**src/rtl/battle_controller.sv**
```systemverilog
// Shot controller for a battleship-style game: validates fire requests, issues
// one shot at a time to an external scorer and accumulates the results.
module battle_controller #(
    parameter int unsigned MAX_SHOTS = 40,
    parameter int unsigned BIG_BOMBS = 2,
    parameter int unsigned WIN_HITS  = 19
) (
    input  logic       clock,
    input  logic       reset,
    input  logic [3:0] X,
    input  logic [3:0] Y,
    input  logic       BigReq,
    input  logic       Fire,
    input  logic       Hit,
    input  logic       nearMiss,
    input  logic       Miss,
    input  logic [3:0] TotalHits,
    input  logic [4:0] BiggestShipHit,
    input  logic       SomethingIsWrong,
    output logic       ScoreThis,
    output logic [3:0] ShotX,
    output logic [3:0] ShotY,
    output logic       Big,
    output logic [1:0] BigLeft,
    output logic [6:0] Score,
    output logic [6:0] ShotsFired,
    output logic [4:0] ShipsTouched,
    output logic [2:0] LastResult,
    output logic       Reject,
    output logic       GameOver
);

    localparam int unsigned CELLS   = 100;
    localparam int unsigned IDX_W   = 7;
    localparam int unsigned CNT_W   = 7;
    localparam int unsigned SAT_MAX = 127;

    typedef enum logic [1:0] {
        IDLE,
        ISSUE,
        DONE
    } state_t;

    state_t             state_q, state_d;
    logic               fire_prev_q, fire_prev_d;
    logic               score_this_q, score_this_d;
    logic [3:0]         shot_x_q, shot_x_d;
    logic [3:0]         shot_y_q, shot_y_d;
    logic               big_q, big_d;
    logic [1:0]         big_left_q, big_left_d;
    logic [CNT_W-1:0]   score_q, score_d;
    logic [CNT_W-1:0]   shots_q, shots_d;
    logic [4:0]         ships_q, ships_d;
    logic [2:0]         last_q, last_d;
    logic               reject_q, reject_d;
    logic               game_over_q, game_over_d;
    logic [CELLS-1:0]   fired_q, fired_d;

    logic               req;
    logic               coord_ok;
    logic               big_ok;
    logic               cell_free;
    logic               room_ok;
    logic [IDX_W-1:0]   req_idx;
    logic [IDX_W-1:0]   shot_idx;
    logic [127:0]       fired_ext;
    logic [CNT_W:0]     score_sum;
    logic [CNT_W-1:0]   score_upd;
    logic [CNT_W-1:0]   shots_upd;
    logic [1:0]         big_left_upd;

    // Request qualification and result arithmetic
    always_comb begin
        req       = Fire & ~fire_prev_q;
        coord_ok  = (X >= 4'd1) && (X <= 4'd10) && (Y >= 4'd1) && (Y <= 4'd10);
        big_ok    = ~BigReq || (big_left_q != 2'd0);
        room_ok   = shots_q < CNT_W'(MAX_SHOTS);
        req_idx   = IDX_W'(({3'b000, X} - 7'd1) * 7'd10 + ({3'b000, Y} - 7'd1));
        shot_idx  = IDX_W'(({3'b000, shot_x_q} - 7'd1) * 7'd10 + ({3'b000, shot_y_q} - 7'd1));
        // Padded so out-of-range coordinates never index past the map
        fired_ext = {28'd0, fired_q};
        cell_free = ~fired_ext[req_idx];

        score_sum    = (CNT_W+1)'(score_q) + (CNT_W+1)'(TotalHits);
        score_upd    = (score_sum > (CNT_W+1)'(SAT_MAX)) ? CNT_W'(SAT_MAX) : score_sum[CNT_W-1:0];
        shots_upd    = shots_q + 7'd1;
        big_left_upd = (big_q && (big_left_q != 2'd0)) ? big_left_q - 2'd1 : big_left_q;
    end

    // Next-state and output logic
    always_comb begin
        state_d      = state_q;
        fire_prev_d  = Fire;
        shot_x_d     = shot_x_q;
        shot_y_d     = shot_y_q;
        big_d        = big_q;
        big_left_d   = big_left_q;
        score_d      = score_q;
        shots_d      = shots_q;
        ships_d      = ships_q;
        last_d       = last_q;
        reject_d     = 1'b0;
        fired_d      = fired_q;

        case (state_q)
            IDLE: begin
                if (req) begin
                    if (coord_ok && big_ok && cell_free && room_ok) begin
                        state_d  = ISSUE;
                        shot_x_d = X;
                        shot_y_d = Y;
                        big_d    = BigReq;
                    end else begin
                        reject_d = 1'b1;
                    end
                end
            end
            ISSUE: begin
                if (SomethingIsWrong) begin
                    reject_d = 1'b1;
                    state_d  = IDLE;
                end else begin
                    shots_d           = shots_upd;
                    score_d           = score_upd;
                    big_left_d        = big_left_upd;
                    fired_d[shot_idx] = 1'b1;
                    ships_d           = ships_q | BiggestShipHit;
                    last_d            = {Hit, nearMiss, Miss};
                    if ((32'(score_upd) >= WIN_HITS) || (shots_upd == CNT_W'(MAX_SHOTS))) begin
                        state_d = DONE;
                    end else begin
                        state_d = IDLE;
                    end
                end
            end
            DONE: begin
                state_d = DONE;
            end
            default: begin
                state_d = IDLE;
            end
        endcase

        // Strobes are registered images of the state being entered
        score_this_d = (state_d == ISSUE);
        game_over_d  = (state_d == DONE);
    end

    always_ff @(posedge clock or posedge reset) begin
        if (reset) begin
            state_q      <= IDLE;
            fire_prev_q  <= 1'b1;
            score_this_q <= 1'b0;
            shot_x_q     <= 4'd0;
            shot_y_q     <= 4'd0;
            big_q        <= 1'b0;
            big_left_q   <= 2'(BIG_BOMBS);
            score_q      <= '0;
            shots_q      <= '0;
            ships_q      <= 5'd0;
            last_q       <= 3'd0;
            reject_q     <= 1'b0;
            game_over_q  <= 1'b0;
            fired_q      <= '0;
        end else begin
            state_q      <= state_d;
            fire_prev_q  <= fire_prev_d;
            score_this_q <= score_this_d;
            shot_x_q     <= shot_x_d;
            shot_y_q     <= shot_y_d;
            big_q        <= big_d;
            big_left_q   <= big_left_d;
            score_q      <= score_d;
            shots_q      <= shots_d;
            ships_q      <= ships_d;
            last_q       <= last_d;
            reject_q     <= reject_d;
            game_over_q  <= game_over_d;
            fired_q      <= fired_d;
        end
    end

    assign ScoreThis    = score_this_q;
    assign ShotX        = shot_x_q;
    assign ShotY        = shot_y_q;
    assign Big          = big_q;
    assign BigLeft      = big_left_q;
    assign Score        = score_q;
    assign ShotsFired   = shots_q;
    assign ShipsTouched = ships_q;
    assign LastResult   = last_q;
    assign Reject       = reject_q;
    assign GameOver     = game_over_q;

endmodule

```
**config.mk**
```make
export PLATFORM = sky130hd
export DESIGN_NAME = battle_controller
export DESIGN_NICKNAME = d
export VERILOG_FILES = /design/src/rtl/battle_controller.sv
export SDC_FILE = /design/constraint.sdc
export NUM_CORES = 1
export LEC_CHECK = 0
export ABC_AREA = 1
export CAP_MARGIN = 15
export CORE_ASPECT_RATIO = 0.5
export CORE_MARGIN = 4
export CORE_UTILIZATION = 25
export CTS_CLUSTER_DIAMETER = 50
export DETAILED_ROUTE_END_ITERATION = 12
export GPL_TIMING_DRIVEN = 0
export PLACE_DENSITY = 0.45
export SYNTH_ARGS = -nofsm -noshare
export SYNTH_HDL_FRONTEND = slang
export SYNTH_SLANG_ARGS = --single-unit
```
**constraint.sdc**
```tcl
create_clock -name clock -period 5.15 [get_ports clock]
set_input_delay 0.515 -clock clock [delete_from_list [all_inputs] [get_ports clock]]
set_output_delay 0.515 -clock clock [all_outputs]
set_load 0.01 [all_outputs]
```
==> out/metrics.csv, run 1 <==
metric;value;unit
status;finished, final reports clean;
power_switching;0.8230;mW
finalCritPeriodShare;0.9203;
antenna_found_initial;0;
core_area;30690;sq um
io_pins;61;
ir_drop;0.2315;mV
synth_top_area_cell;dfrtp_1;
wl_per_cell;16.51;microns
via_count;7208;
gp_congestion;0.8072;
pwr-share-seq;0.392;
vias_per_cell;4.668;
dp_hpwl;18.12;mm
dr.pass1.iters;5;
startpoint_type;primary input;
drt-total-wl;25.49;mm
hp-class;flip-flop to flip-flop;
required;5.47;ns
die_area;34620;sq um
clk_latency;0.43;ns
worst_pin_slew;0.8431;ns
power.leakage;4.535;nW
cts_repair_resize_count;0;
clockPowerShare;0.446;
rsz0062_at_grt;no;
cap_violations;0;
clk_pin_slew;0.06;ns
max_freq;211.0;MHz
ys_seq_area_frac;0.4414;
clockRootBuffer;clkbuf_16;
num_rows;45;
min_period;4.740;ns
relSlewSlack;0.4379;
setup_viol;0;
combPwrFrac;0.162;
clk_path_buf_depth;2;
io_buffers;60;
total_power;2.834;mW
synthCells;1029;
yosysWarningCount;0;
grt_first_pass_wirelength;40.65;mm
htree_levels;4;
grt_max_degree;85;
n_antenna_cell;0;
grt_util_all_layers;0.1500;
rrSetupSlack;1.18;ns
yosys-top-cells-area;dfrtp_1, nand2_1, inv_1;
fin_worst_skew;0.009734;ns
die_h;133.6;microns
synth_cell_types;30;
synth_top_area_frac;0.4348;
drtIter0Drc;430;
powerDensity;293.9;nW/um^2
grt.overflow.total;0;
internal-power;2.011;mW
clock_sinks;139;
fillers;3282;
area_growth;22.29;%
ys_ff_latch;139;
critical_path_class;primary input to flip-flop;
drcViolationCount;0;
syn_area_per_cell;7.663;sq um
endpoint_kind;flip-flop;
path_max_fanout;11;
fin_tns_setup;0;ns
worstPathArrival;5.06;ns
dieWidth;259.2;microns
synth_area;7885;sq um
ctsHoldBuffers;0;
drv_slew;0;
post_cts_buffers;0;
syn_nets;1091;
grt_pass1_vias;6996;
drtAntennaViolNets;0;
hold_viol;0;
cts_inserted_buffers;17;
drive_gt1_frac;0.06155;
netSwitchingFraction;0.2904;
final_nets;1171;
start_util;0.2570;
cts_tree;done;
==> layout make-up <==
cell class | count | area [sq um] | area share
clock inverters | 10 | 115.1 | 0.01194
plain buffers | 56 | 245.2 | 0.02543
inverters | 169 | 639.4 | 0.06630
clock buffers | 21 | 480.5 | 0.04982
repair buffers | 61 | 628.1 | 0.06514
flip-flops and latches | 139 | 3481 | 0.3610
well taps | 423 | 529.3 | 0.05489
multi-input cells | 665 | 3525 | 0.3655
==> stage by stage <==
stage                     cell area (sq um)  utilization  cells  hold slack, ns  setup WS, ns
after floorplan                        7885            -   1029          0.4217        0.9138
after global placement                 9015       0.2938   1512          0.4335        -1.409
final                                  9643       0.3143   1544          0.4490        0.4103
after detailed placement               9047       0.2948   1513          0.4372       0.09798
after global routing                   9643       0.3143   1544          0.4697        0.1881
after CTS                              9643       0.3143   1544          0.4519        0.5575
==> cells in the mapped netlist <==
| master | count |
|---|---|
| nand2_1 | 290 |
| o2111a_1 | 1 |
| o21ai_0 | 21 |
| nor3_1 | 3 |
| a21oi_1 | 21 |
| clkbuf_1 | 30 |
| o21bai_1 | 5 |
| xor2_1 | 18 |
| o22ai_1 | 1 |
| xnor2_2 | 1 |
| inv_2 | 4 |
| xnor2_1 | 6 |
| nor3_2 | 1 |
| nand2_2 | 1 |
| buf_4 | 1 |
| fa_1 | 5 |
| buf_2 | 25 |
| o21ai_1 | 5 |
| nor2_1 | 40 |
| dfrtp_1 | 137 |
| inv_1 | 164 |
| clkinv_1 | 1 |
| nand3b_1 | 1 |
| a21o_1 | 5 |
| ha_1 | 32 |
| dfstp_2 | 2 |
| o211ai_1 | 10 |
| nand3_1 | 99 |
| a21oi_2 | 1 |
| nand4_1 | 98 |
==> cell usage in the layout, fill, tap and decap left out, drive strengths merged, types with 5 or more instances in the layout <==
| cell | netlist | routed |
|---|---|---|
| xnor2 | 7 | 7 |
| fa | 5 | 5 |
| o21bai | 5 | 5 |
| nand4 | 98 | 98 |
| xor2 | 18 | 18 |
| clkbuf | 30 | 51 |
| nand3 | 99 | 99 |
| inv | 168 | 169 |
| a21oi | 22 | 22 |
| nor2 | 40 | 40 |
| o21ai | 26 | 26 |
| dfrtp | 137 | 137 |
| clkinv | 1 | 5 |
| a21o | 5 | 5 |
| nand2 | 291 | 291 |
| ha | 32 | 32 |
| buf | 26 | 27 |
| o211ai | 10 | 10 |
| clkdlybuf4s50 | 0 | 60 |
==> sequential cells by signal, indices dropped and copies added, names as in the netlist <==
| signal | count |
|---|---|
| ScoreThis | 1 |
| ShotX | 4 |
| ShipsTouched | 5 |
| state_q | 2 |
| Big | 1 |
| ShotsFired | 7 |
| ShotY | 4 |
| Reject | 1 |
| fire_prev_q | 1 |
| BigLeft | 2 |
| Score | 7 |
| LastResult | 3 |
| fired_q | 100 |
| GameOver | 1 |
==> critical path, stage by stage <==
cell and delay (ns):
clkdlybuf4s50_1 0.65, inv_1 0.09, buf_2 0.22, buf_2 0.25, ha_1 0.33, inv_1 0.04, ha_1 0.21, fa_1 0.52
clkbuf_1 0.62, nor2_1 0.33, nand2_1 0.14, nand2_1 0.06, nor2_1 0.09, nand2_1 0.12, nand3_1 0.10, nand2_1 0.09
nand2_1 0.09, clkbuf_1 0.34, nand2_1 0.09, nand2_1 0.10, nand2_1 0.06
==> routing by layer <==
metal  part of all wire  vias up  track usage
li1                   -     3473            -
met1               0.47     3518       0.2089
met2               0.45      183       0.2374
met3              0.053       34      0.02754
met4              0.020        0      0.04699
met5                  0        -            0
==> logic make-up after synthesis <==
logic type	share of synthesized area
compound gates	0.05221
xor+xnor	0.02872
fa+ha+maj	0.06347
buf+inv	0.1116
flops	0.4414
simple gates	0.3026
==> worst paths after layout <==
check | to | cells after the start | start
setup / recovery | Reject | 21 | Y[0]
hold / removal | fired_q[70] | 2 | fired_q[70]
setup reg to reg | fired_q[9] | 14 | ShotX[0]
hold reg to reg | fired_q[70] | 2 | fired_q[70]
max in group asynchronous | BigLeft[1] | 3 | reset
min in group asynchronous | fired_q[70] | 2 | reset
==> power groups by stage <==
stage	clock (mW)	sequential [mW]	combinational, mW
after floorplan	0	1.13	0.277
after global placement	0	1.13	0.453
after detailed placement	0	1.13	0.459
after CTS	1.29	1.11	0.461
after global routing	1.33	1.11	0.512
final	1.26	1.11	0.459
No activity file was read; power rests on OpenSTA's default activity.
==> run 2, diff against run 1 <==
- CAP_MARGIN: 15 -> 20
- CORE_UTILIZATION: 25 -> 50
- PLACE_DENSITY: 0.45 -> 0.74
- SKIP_CTS_REPAIR_TIMING: unset -> 1
==> run 2 against run 1 <==
Compared with the run above: cell count is 14% lower; register-to-register slack better by 0.08 ns; sequential power barely moved; count of clock-buffer cells in the layout down 3; sequential cell count did not move; combinational power shrank 3%; hold slack about the same; routed wire length down 14%; critical path depth stayed put.
==> out/metrics.csv, run 2 (synthesized netlist as in run 1, its figures left out) <==
metric;value;unit;change
cts_tree;done;;
rsz0062_at_grt;no;;
antenna_found_initial;0;;unchanged
n_antenna_cell;0;;unchanged
cp_cell_sequence;clkdlybuf4s50_1, inv_1, buf_2, buf_2, ha_1, inv_1, ha_1, fa_1, clkbuf_1, nor2_1, nand2_1, nand2_1, nor2_1, nand2_1, nand3_1, nand2_1, nand2_1, clkbuf_1, nand2_1, nand2_1, nand2_1;;
htree_levels;4;;unchanged
worst_pin_slew;0.7319;ns;-0.1112 ns
timing.rr.start;ShotX[0];;
worst-path-stages;21;;unchanged
cpPeakStageDelay;0.60;ns;-0.05 ns
finalCritPeriodShare;0.8544;;-0.06593
worst_slack;0.7498;ns;+0.3395 ns
io_pins;61;;unchanged
drv_slew;0;;unchanged
hp-class;flip-flop to flip-flop;;
fin_worst_skew;0.01074;ns;+0.001005 ns
via_count;7405;;+2.7%
die_area;17970;sq um;-48%
cts_inserted_buffers;17;;unchanged
required;5.47;ns;about the same
drcViolationCount;0;;unchanged
path_common_cell;nand2_1;;
power.leakage;4.564;nW;+0.64%
grt_first_pass_wirelength;37.05;mm;-8.8%
fin_tns_setup;0;ns;unchanged
startpoint_type;primary input;;
dieWidth;185.6;microns;-28%
ir_drop;0.1832;mV;-21%
area_growth;19.61;%;
drive_gt1_frac;0.06239;;+0.0008364
worst-path-buf-inv;7;;unchanged
slowest_stage;clkdlybuf4s50_1;;
cp_top_family;buffers and inverters;;
core_area;15410;sq um;-50%
final_nets;1171;;unchanged
largest_reg_flops;100;;unchanged
clk_path_buf_depth;2;;unchanged
powerDensity;311.2;nW/um^2;+5.9%
worstPathArrival;4.72;ns;-0.34 ns
layout_common_cells;nand2_1, inv_1, dfrtp_1;;
top_register;fired_q;;
r2r_end;fired_q[72];;
relSlewSlack;0.5120;;+0.07412
path_max_fanout;11;;unchanged
status;finished, final reports clean;;
dr.pass1.iters;5;;unchanged
worst-r2r-cell-count;14;;unchanged
final_common_cell;nand2_1;;
drtIter0Drc;820;;+91%
critical_path_class;primary input to flip-flop;;
hold_ws;0.4493;ns;+0.0002540 ns
clk_latency;0.43;ns;about the same
drtAntennaViolNets;0;;unchanged
clock_sinks;139;;unchanged
io_buffers;60;;unchanged
gp_congestion;0.9059;;+12%
clockRootBuffer;clkbuf_16;;
grt_max_degree;90;;+5.9%
cp-endpoint;Reject;;
die_h;96.80;microns;-28%
cap_violations;0;;unchanged
drt-total-wl;22.02;mm;-14%
clk_pin_slew;0.06;ns;about the same
grt_pass1_vias;7468;;+6.7%
max_freq;227.3;MHz;+7.7%
setup_viol;0;;unchanged
hold_viol;0;;unchanged
grt.overflow.total;0;;unchanged
start_util;0.5115;;+0.2546
min_period;4.400;ns;-0.3395 ns
whs_path_depth;2;;unchanged
dp_hpwl;15.12;mm;-17%
startpoint;Y[0];;
rrSetupSlack;1.26;ns;+0.08 ns
place_ws;0.4305;ns;+0.3325 ns
wl_per_cell;16.61;microns;+0.60%
grt_util_all_layers;0.2568;;+0.1068
vias_per_cell;5.584;;+20%
endpoint_kind;flip-flop;;
num_rows;32;;-29%
## run 2: changes by cell type in the layout (fill, tap and decap cells not counted)
cell        before  now
clkbuf_8         4    1
clkinv_4         1    4
clkinv_2         3    2
bufinv_16        2    5
clkinvlp_4       3    2
## run 2: how the worst min path moves through the flow
stage | to | from
floorplan | fired_q[37] | fired_q[37]
global placement | fired_q[66] | fired_q[66]
finish | fired_q[36] | fired_q[36]
CTS | fired_q[50] | fired_q[50]
global route | fired_q[15] | fired_q[15]
detailed placement | fired_q[80] | fired_q[80]
## run 2: cell type report
cell class	instances	area [sq um]
Clock inverter	14	219.0
Clock buffer	18	439.2
Sequential cell	139	3481
Timing Repair Buffer	61	628.1
Fill cell	1303	5983
Multi-Input combinational cell	665	3525
Inverter	169	639.4
Buffer	56	245.2
Tap cell	204	255.2
## run 2: power by group
group / internal [mW] / switching [mW]
clock: 0.875 / 0.502
sequential: 1.10 / 0.00851
combinational: 0.148 / 0.299
total: 2.12 / 0.810
## run 2: metal layers
layer	track usage	up-vias	part of all wire
met5	0	-	0
met4	0.1136	0	0.029
met3	0.07814	72	0.11
met2	0.3765	367	0.43
met1	0.3521	3494	0.43
li1	-	3472	-
## run 2: stage by stage
| stage | utilization | instance area [sq um] | total power [mW] | instances |
|---|---|---|---|---|
| 3_3_place_gp | 0.5670 | 8741 | 1.552 | 1293 |
| 3_5_place_dp | 0.5692 | 8773 | 1.563 | 1294 |
| 6_report | 0.6119 | 9432 | 2.935 | 1326 |
| 4_1_cts | 0.6119 | 9432 | 2.927 | 1326 |
| 5_1_grt | 0.6119 | 9432 | 3.048 | 1326 |
| 2_1_floorplan | - | 7885 | 1.410 | 1029 |
## run 2: worst reg2reg max path, stage by stage, from the launching register on
cell and delay [ns]:
dfrtp_1 0.39, inv_2 0.08, ha_1 0.28, inv_1 0.08, ha_1 0.30, ha_1 0.13
inv_1 0.04, fa_1 0.48, inv_1 0.04, ha_1 0.30, xnor2_1 0.50, clkbuf_1 0.46
clkbuf_1 0.49, nand4_1 0.17, nand2_1 0.09
